--- src/rtl/fetch_unit.sv ---
// Instruction-fetch stage: owns the fetch PC, issues 1-cycle-latency imem reads and
// buffers {pc, instr} pairs in a 2-entry fall-through queue ahead of decode.
module fetch_unit #(
  parameter int                    DATA_WIDTH   = 32,
  parameter logic [DATA_WIDTH-1:0] RESET_VECTOR = 32'hBFC00000
) (
  input  logic                  clk,
  input  logic                  rst,
  input  logic                  stall_i,
  input  logic                  redirect_i,
  input  logic [DATA_WIDTH-1:0] redirect_pc_i,
  output logic                  imem_req_o,
  output logic [DATA_WIDTH-1:0] imem_addr_o,
  input  logic [DATA_WIDTH-1:0] imem_rdata_i,
  output logic                  valid_o,
  output logic [DATA_WIDTH-1:0] instr_o,
  output logic [DATA_WIDTH-1:0] pc_o,
  output logic [DATA_WIDTH-1:0] pc_plus4_o,
  output logic                  flush_o
);

  localparam logic [DATA_WIDTH-1:0] NOP = DATA_WIDTH'(32'h00000013);

  typedef struct packed {
    logic [DATA_WIDTH-1:0] pc;
    logic [DATA_WIDTH-1:0] instr;
  } entry_t;

  logic [DATA_WIDTH-1:0] pc_f, inflight_pc;
  logic                  inflight;
  logic [1:0]            count, next_count;
  entry_t                q [2];
  entry_t                in_e, head;
  logic                  push, pop, valid, issue, wr_idx, wr_en;
  logic                  unused_lsbs;

  assign unused_lsbs = ^redirect_pc_i[1:0];

  // An arriving response is visible at the head the same cycle when the queue is
  // empty, so a fresh fetch reaches decode one cycle after its request.
  always_comb begin
    in_e       = '{pc: inflight_pc, instr: imem_rdata_i};
    push       = inflight & ~redirect_i;
    valid      = (count != 2'd0) | push;
    head       = (count != 2'd0) ? q[0] : in_e;
    pop        = valid & ~stall_i & ~redirect_i;
    next_count = count + {1'b0, push} - {1'b0, pop};
    issue      = ~redirect_i & (next_count < 2'd2);
    wr_en      = push & ~((count == 2'd0) & pop);
    wr_idx     = (count == 2'd1) & ~pop;
  end

  assign imem_req_o  = ~rst & issue;
  assign imem_addr_o = pc_f;
  assign valid_o     = valid;
  assign instr_o     = valid ? head.instr : NOP;
  assign pc_o        = valid ? head.pc : '0;
  assign pc_plus4_o  = valid ? head.pc + DATA_WIDTH'(4) : '0;
  assign flush_o     = redirect_i;

  always_ff @(posedge clk or posedge rst) begin
    if (rst) begin
      pc_f        <= RESET_VECTOR;
      inflight    <= 1'b0;
      inflight_pc <= '0;
      count       <= 2'd0;
      q[0]        <= '0;
      q[1]        <= '0;
    end else if (redirect_i) begin
      pc_f     <= {redirect_pc_i[DATA_WIDTH-1:2], 2'b00};
      inflight <= 1'b0;
      count    <= 2'd0;
    end else begin
      count <= next_count;
      if (pop && count == 2'd2) q[0] <= q[1];
      if (wr_en) q[wr_idx] <= in_e;
      inflight <= issue;
      if (issue) begin
        inflight_pc <= pc_f;
        pc_f        <= pc_f + DATA_WIDTH'(4);
      end
    end
  end

endmodule

--- config.mk ---
export PLATFORM = sky130hd
export DESIGN_NAME = fetch_unit
export DESIGN_NICKNAME = d
export VERILOG_FILES = /design/src/rtl/fetch_unit.sv
export SDC_FILE = /design/constraint.sdc
export NUM_CORES = 1
export LEC_CHECK = 0
export CAP_MARGIN = 10
export CORE_AREA = 3 3 167 185
export DETAILED_ROUTE_END_ITERATION = 6
export DIE_AREA = 0 0 170 188
export PLACE_DENSITY_LB_ADDON = 0.3
export SYNTH_ARGS = -nofsm -noshare
export SYNTH_HDL_FRONTEND = slang
export SYNTH_SLANG_ARGS = --single-unit
--- constraint.sdc ---
create_clock -name clk -period 12.9 [get_ports clk]
set_input_delay 3.225 -clock clk [delete_from_list [all_inputs] [get_ports clk]]
set_output_delay 3.225 -clock clk [all_outputs]
set_load 0.01 [all_outputs]
* After elaboration in Yosys (flattened, before gate mapping) *
Index checks and enable logic that the tools add are counted.
W data, S select, Z words.

storage, ports and cells
  flip-flop bits (word level) = 195
  latch bits = 0
  memory bits (writable) = 0
  ROM bits = 0
  input bits = 68
  output and inout bits = 131
  word-level logic and storage cells = 53
  memories kept = 0

cells by class
  $add $sub $neg = 4
  multipliers = 0
  div/mod/pow operators = 0
  magnitude comparators = 3
  equal/unequal tests = 2
  shift-type cells = 0
  mux-type cells = 14
  bitwise gates (word level) = 15
  reductions and logical operators = 7

operators by type and width
  cell                     count
  $mux W64                 4
  $mux W32                 5
  $bwmux W128              1
  $mux W128                1
  $add A32 B3 Y32 const B  2
  $demux W64 S1            1
  $and A1 B1 Y1            8
  $not A1 Y1               5
  $reduce_and A2 Y1        2
  $reduce_bool A2 Y1       2
  $add A2 B1 Y2            1
  $eq A2 B1 Y1 const B     1
  $eq A2 B2 Y1 const B     1
  $ge A2 B2 Y1 const B     1
  $logic_and A1 B1 Y1      2
  $logic_not A2 Y1         1
  $lt A2 B1 Y1 const B     1
  $lt A2 B2 Y1 const B     1
  $mux W2                  1
  $not A1 Y2               1
  $sub A2 B1 Y2            1
  $mux W1                  1
  $or A1 B1 Y1             1

* Longest topological paths before layout *
Gate-level depths: netlist (run 1).

  depth in word-level cells = 14
  gate-level depth with buffers = 18
  depth with buffers taken out = 12

* Least setup slack after synthesis (run 1) *
OpenSTA, ideal clock, no wires.

  path type = input port to output port
  start = input port rst
  end = output port imem_req_o
  arrival time = 7.641 ns
  required time = 9.675 ns
  setup slack = 2.034 ns
  stages = 2
  buffers on the path = 0
  cell sequence = inv_1 > and2_1

on the way
  cells in the longest elaborated chain, start to end = 2

ends and longest elaborated chain
  what                line  RTL
  start: declaration  8     input logic rst,
  $not A1 Y1          53    assign imem_req_o = ~rst & issue;
  $and A1 B1 Y1       53
  end: declaration    12    output logic imem_req_o,

No other way between the ends.

* Worst setup path in the final report (run 1) *
  start = input port redirect_i
  end = output port imem_req_o

on the way
  cells in the longest elaborated chain, start to end = 9
  elaborated cells between the ends (all ways) = 10
  those cells by class = 2 x add/sub; 1 x order compare; 7 x bitwise

ends and longest elaborated chain
  what                        line  RTL
  start: declaration          10    input logic redirect_i,
  $not A1 Y1 (no line) *      -
  $and A1 B1 Y1               43    push = inflight & ~redirect_i;
  $or A1 B1 Y1                44    valid = (count != 2'd0) | push;
  $and A1 B1 Y1 (2 in a row)  46    pop = valid & ~stall_i & ~redirect_i;
  $sub A2 B1 Y2               47    next_count = count + {1'b0, push} - {1'b0, pop};
  $lt A2 B2 Y1                48    issue = ~redirect_i & (next_count < 2'd2);
  $and A1 B1 Y1 *             48
  $and A1 B1 Y1 *             53

Every way passes the cells marked *; elsewhere a longest branch is shown, timed or not.

==> flow_metrics.py, run 1 <==
metrics = {
    "outcome": {
        "outcome": "complete, no violations",
    },
    "routing": {
        "drtIter0Drc": 456,
        "wl_per_cell_um": 18.8,
        "firstDrtPassIters": 5,
        "ant_nets": 0,
        "drc": 0,
        "viasPerCell": 5.18,
        "vias": 7882,
        "routed_wl_um": 28600,
    },
    "pwr": {
        "power_mw": 3.19,
        "irDropWorstVdd_v": 0.000105,
        "p_per_area_nw_per_um2": 246,
        "leakage_nw": 5.06,
    },
    "critical_path": {
        "crit_path_top_delay_cell": "clkdlybuf4s50_1",
        "r2r_setup_slack_ns": 8.61,
        "crit_required_ns": 9.68,
        "critPathMaxStageDelay_ns": 0.53,
        "reg2regPathDepth": 13,
        "r2r-start": "count[1]",
        "setup.worst_path.start": "redirect_i",
        "cp_max_fo": 7,
        "cp.arrival_ns": 5.81,
        "start_kind": "input pin",
        "crit_chain": "buf_2, nor2b_1, inv_1, ha_1, inv_1, ha_1, xnor3_1, nor2b_2, and2_1, clkdlybuf4s50_1",
        "cp-end-kind": "output pin",
        "path_class": "in2out",
        "r2r-end": "imem_addr_o[23]",
    },
    "clocking": {
        "post_cts_buffers": 0,
        "cts_tree": "done",
        "cts_resized": 0,
        "numClockSinks": 189,
        "root_buffer": "clkbuf_16",
        "clk_pin_slew_ns": 0.07,
        "htreeDepth": 4,
        "cts_hold_buf": 0,
        "cts_buffers": 17,
        "clock_latency_ns": 0.43,
        "clk_path_buf_depth": 2,
    },
    "floorplan": {
        "ioPinCount": 199,
        "die_w_um": 170,
        "core_um2": 29400,
        "fp.dieH_um": 188,
        "start_util_pct": 34.4,
        "die_area_um2": 32000,
        "rows": 66,
    },
    "timing": {
        "finalHoldViolCount": 0,
        "worst_clock_skew_ns": 0.00775,
        "fin_setup_tns_ns": 0,
        "worst_slew_pin_slew_ns": 1.25,
        "period_needed_ns": 9.04,
        "finalCritPeriodShare_pct": 70.0,
        "setup_ws_ns": 3.86,
        "max_slew_margin_pct": 16.5,
        "finalSetupViolations": 0,
        "fmax_ghz": 0.111,
        "rsz0062_at_grt": "false",
        "slew_violations": 0,
    },
    "synthesis": {
        "yosysWarningCount": 0,
        "syn-cell-area_um2": 10100,
        "synthDistinctLibCells": 54,
        "synthArstFlopShare_pct": 100,
        "avgSynthCellArea_um2": 10.4,
        "synthCells": 976,
        "synth_ff_type": "dfrtp_1",
        "synth_top_area_share_pct": 44.6,
        "ys_top_cells_by_area": "dfrtp_1 45%, mux2_2 11%, mux2i_1 7.4%",
        "synth-seq-cells": 189,
        "yosysSeqAreaShare_pct": 46.9,
        "synth_edf_count": 0,
        "synth_largest_area_cell": "dfrtp_1",
    },
    "hold_path": {
        "min_from": "q[24]",
        "min_to": "q[24]",
        "hp-class": "reg2reg",
        "hold_depth": 1,
    },
    "place": {
        "hpwl_um": 19300,
        "io_buffers": 194,
        "place_inst": 1491,
        "routabilityCongestion": 0.808,
        "place_worst_setup_slack_ns": 3.81,
    },
    "grt": {
        "grt_pass1_wl_um": 45400,
        "gr-usage-all-layers_pct": 18.1,
        "grt.overflow.total": 0,
        "grt_pass1_vias": 7949,
        "antenna_found_initial": 0,
        "grt_max_degree": 115,
    },
    "final_layout": {
        "final_cells": 1523,
        "areaGrowthSynthToFinish_pct": 28.1,
        "final_nets": 1208,
        "drive_gt1_share_pct": 15.2,
        "insertedDiodeCount": 0,
    },
    "job": {
        "max-cap-violations": 0,
    },
}
## where the power goes
group          switching, mW  leakage, nW  internal [mW]
combinational          0.758         2.49          0.814
sequential             0.241         2.28          0.851
clock                  0.252        0.281          0.274
## sequential cells by signal, summed over array words and instances, names as in the netlist
signal and cells:
count 2, imem_addr_o 30, inflight 1, inflight_pc 30, q 126
## placed cells by master (no fill, tap or decap), types with 8 or more instances in the layout
master             n
a22o_1            42
dfstp_2            9
nand3_1           14
and2_1            13
buf_4             15
o21ai_0           47
xnor2_1           40
nor3_1             8
clkdlybuf4s50_1  193
nand4_1           11
o22ai_1           15
nand2_1           79
clkbuf_16         17
mux2_2            97
mux2i_1           75
dfrtp_1          180
xor2_1            23
nor2_1            99
o211ai_1          15
a21oi_1           68
## worst max-delay path: cells and delay by family
family	cells	cell delay, ns
buf+inv	4	0.89
xor+xnor	1	0.47
fa+ha+maj	2	0.50
simple gates	3	0.72
## cells by family (layout without fill, tap and decap cells)
logic type / Yosys count / count (layout) / share of synthesized area (%)
compound gates: 200 / 200 / 12.4
xor+xnor: 64 / 64 / 5.68
fa+ha+maj: 4 / 4 / 0.495
buf+inv: 77 / 249 / 3.33
flops: 189 / 189 / 46.9
mux: 172 / 172 / 18.2
other cells: 1 / 2 / 0.0371
simple gates: 269 / 269 / 12.9
## cell usage after synthesis, types with 2 or more instances
| cell type | n |
|---|---|
| nor2b_1 | 4 |
| nand3_1 | 14 |
| buf_1 | 11 |
| o22ai_1 | 15 |
| nand4_1 | 11 |
| inv_1 | 8 |
| buf_2 | 8 |
| or2_2 | 2 |
| nor4_2 | 3 |
| nor2_1 | 102 |
| buf_4 | 6 |
| dfrtp_1 | 180 |
| and3_1 | 7 |
| nand2_1 | 79 |
| nor4_1 | 2 |
| mux2_2 | 97 |
| and3b_1 | 2 |
| buf_6 | 2 |
| nor3_1 | 9 |
| o22a_1 | 3 |
| ha_1 | 4 |
| xnor2_1 | 40 |
| dfstp_2 | 9 |
| or4_1 | 3 |
| o21ai_0 | 47 |
| and2_1 | 13 |
| xor2_1 | 23 |
| o211ai_1 | 15 |
| and4_1 | 2 |
| a21boi_0 | 2 |
| or3_1 | 3 |
| clkbuf_1 | 42 |
| mux2i_1 | 75 |
| nand4bb_1 | 5 |
| a22o_1 | 42 |
| a21oi_1 | 68 |
## stage by stage
stage	hold slack (ns)	util, %	cell area, um2
2_1_floorplan	0.478	-	10100
3_3_place_gp	0.489	42.1	12400
3_5_place_dp	0.496	42.1	12400
4_1_cts	0.513	44.0	12900
5_1_grt	0.522	44.0	12900
6_report	0.509	44.0	12900
## how the worst max path moves through the flow
| stage | end | cells past startpoint |
|---|---|---|
| after global routing | imem_req_o | 10 |
| after detailed placement | imem_req_o | 10 |
| final | imem_req_o | 10 |
| after global placement | imem_req_o | 10 |
| after CTS | imem_req_o | 10 |
| after floorplan | imem_req_o | 2 |
## layer usage
metal / routed length, um / GRT usage (%) / vias up
met4: 320 / 4.37 / 0
met2: 13400 / 28.7 / 192
li1: - / - / 3793
met1: 13500 / 25.5 / 3878
met3: 1390 / 3.63 / 19
met5: 0 / 0 / -
## final cells by class
cell class | count | area (um2)
Clock inverter | 15 | 150
Fill cell | 2837 | 16500
Multi-Input combinational cell | 711 | 5080
Sequential cell | 189 | 4740
Tap cell | 374 | 468
Inverter | 8 | 37.5
Clock buffer | 17 | 425
Timing Repair Buffer | 209 | 2050
Note: power is estimated with default switching activity, not from simulation.
==> run 2, diff against run 1 <==
clock period = 7.9 ns   (was 12.9 ns; I/O delays follow)
==> flow_metrics.py, run 2 (synthesis results as in run 1) <==
metrics = {
    "final_layout": {
        "fillerInstances": 2849,
        "final_nets": 1208,
        "drive_gt1_share_pct": 15.2,
        "final_area_um2": 13000,
        "top_register": "q",
        "final_cells": 1523,
        "areaGrowthSynthToFinish_pct": 28.2,
        "layout_commonest_cell": "clkdlybuf4s50_1",
        "insertedDiodeCount": 0,
        "largest_register_ffs": 126,
        "final_cell_mix": "193 x clkdlybuf4s50_1, 180 x dfrtp_1, 99 x nor2_1",
        "post-route-util_pct": 44.1,
    },
    "floorplan": {
        "die_area_um2": 32000,
        "rows": 66,
        "core_um2": 29400,
        "ioPinCount": 199,
        "fp.dieH_um": 188,
        "die_w_um": 170,
        "start_util_pct": 34.4,
    },
    "clocking": {
        "cts_tree": "done",
        "cts_hold_buf": 0,
        "root_buffer": "clkbuf_16",
        "htreeDepth": 4,
        "clock_latency_ns": 0.44,
        "cts_resized": 0,
        "clk_pin_slew_ns": 0.07,
        "post_cts_buffers": 0,
        "cts_buffers": 17,
        "numClockSinks": 189,
        "clk_path_buf_depth": 2,
    },
    "critical_path": {
        "path_class": "in2out",
        "reg2regPathDepth": 14,
        "cp_max_fo": 64,
        "cp-end-kind": "output pin",
        "crit_required_ns": 5.93,
        "start_kind": "input pin",
        "cp.arrival_ns": 4.61,
    },
    "pwr": {
        "clkPwrFrac_pct": 16.6,
        "p_per_area_nw_per_um2": 402,
        "p_int_mw": 3.17,
        "leakage_nw": 5.07,
        "seq_power_share_pct": 34.4,
        "swShare_pct": 39.0,
        "p_switching_mw": 2.03,
        "combPwrFrac_pct": 49.0,
        "irDropWorstVdd_v": 0.000175,
    },
    "routing": {
        "wl_per_cell_um": 18.6,
        "drtIter0Drc": 425,
        "vias": 7951,
        "ant_nets": 0,
        "drc": 0,
        "viasPerCell": 5.22,
        "routed_wl_um": 28300,
        "firstDrtPassIters": 5,
    },
    "grt": {
        "grt.overflow.total": 0,
        "grt_max_degree": 97,
        "antenna_found_initial": 0,
        "grt_pass1_wl_um": 44500,
        "grt_pass1_vias": 7923,
        "gr-usage-all-layers_pct": 17.5,
    },
    "timing": {
        "worst_slew_pin_slew_ns": 1.03,
        "period_needed_ns": 6.58,
        "max_slew_margin_pct": 31.4,
        "finalCritPeriodShare_pct": 83.3,
        "slew_violations": 0,
        "fin_setup_tns_ns": 0,
        "finalHoldViolCount": 0,
        "fmax_ghz": 0.152,
        "rsz0062_at_grt": "false",
        "finalSetupViolations": 0,
        "worst_clock_skew_ns": 0.0123,
    },
    "hold_path": {
        "hp-class": "reg2reg",
        "hold_depth": 1,
    },
    "outcome": {
        "outcome": "complete, no violations",
    },
    "place": {
        "place_inst": 1491,
        "placed_cell_area_um2": 12400,
        "routabilityCongestion": 0.823,
        "io_buffers": 194,
        "hpwl_um": 19500,
    },
    "job": {
        "max-cap-violations": 0,
    },
}
-- run 2: routing by layer --
layer,up-vias,part of all wire [%],global-route usage (%)
met3,22,4.8,3.69
met1,3935,46,23.9
met2,207,48,28.6
met4,0,1.1,4.09
met5,-,0,0
li1,3787,-,-
-- run 2: layout make-up --
cell class                      instances  area [um2]  area share (%)
Timing Repair Buffer                  209        2050            15.8
Inverter                                8        33.8           0.261
Clock inverter                         14         151            1.17
Sequential cell                       189        4740            36.6
Multi-Input combinational cell        711        5080            39.2
Clock buffer                           18         439            3.39
Tap cell                              374         468            3.61
-- run 2: critical path: stages --
cell,delay (ns)
buf_2,0.11
buf_4,0.49
nor3_1,0.15
ha_1,0.31
inv_1,0.04
ha_1,0.18
xnor3_1,0.42
nor2b_2,0.27
and2_1,0.15
clkdlybuf4s50_1,0.53
-- run 2: power groups by stage --
stage	logic (mW)	clock network [mW]	registers [mW]
floorplan	1.54	0	1.67
global placement	2.54	0	1.78
detailed placement	2.58	0	1.80
CTS	2.58	0.892	1.78
global route	2.78	0.929	1.85
finish	2.55	0.866	1.79
-- run 2: stage by stage --
stage	setup WS, ns	hold slack, ns	total power, mW
2_1_floorplan	0.712	0.478	3.21
3_3_place_gp	1.25	0.489	4.32
3_5_place_dp	1.23	0.497	4.38
4_1_cts	1.23	0.513	5.26
5_1_grt	1.04	0.527	5.56
6_report	1.32	0.508	5.20
-- run 2: final timing paths --
kind | from | end | slack (ns)
setup / recovery | redirect_i | imem_req_o | 1.32
hold / removal | q[25] | q[25] | 0.51
setup reg to reg | count[0] | imem_addr_o[23] | 3.33
hold reg to reg | q[25] | q[25] | 0.51
max in group asynchronous | rst | q[45] | 4.22
min in group asynchronous | rst | q[2] | 1.94
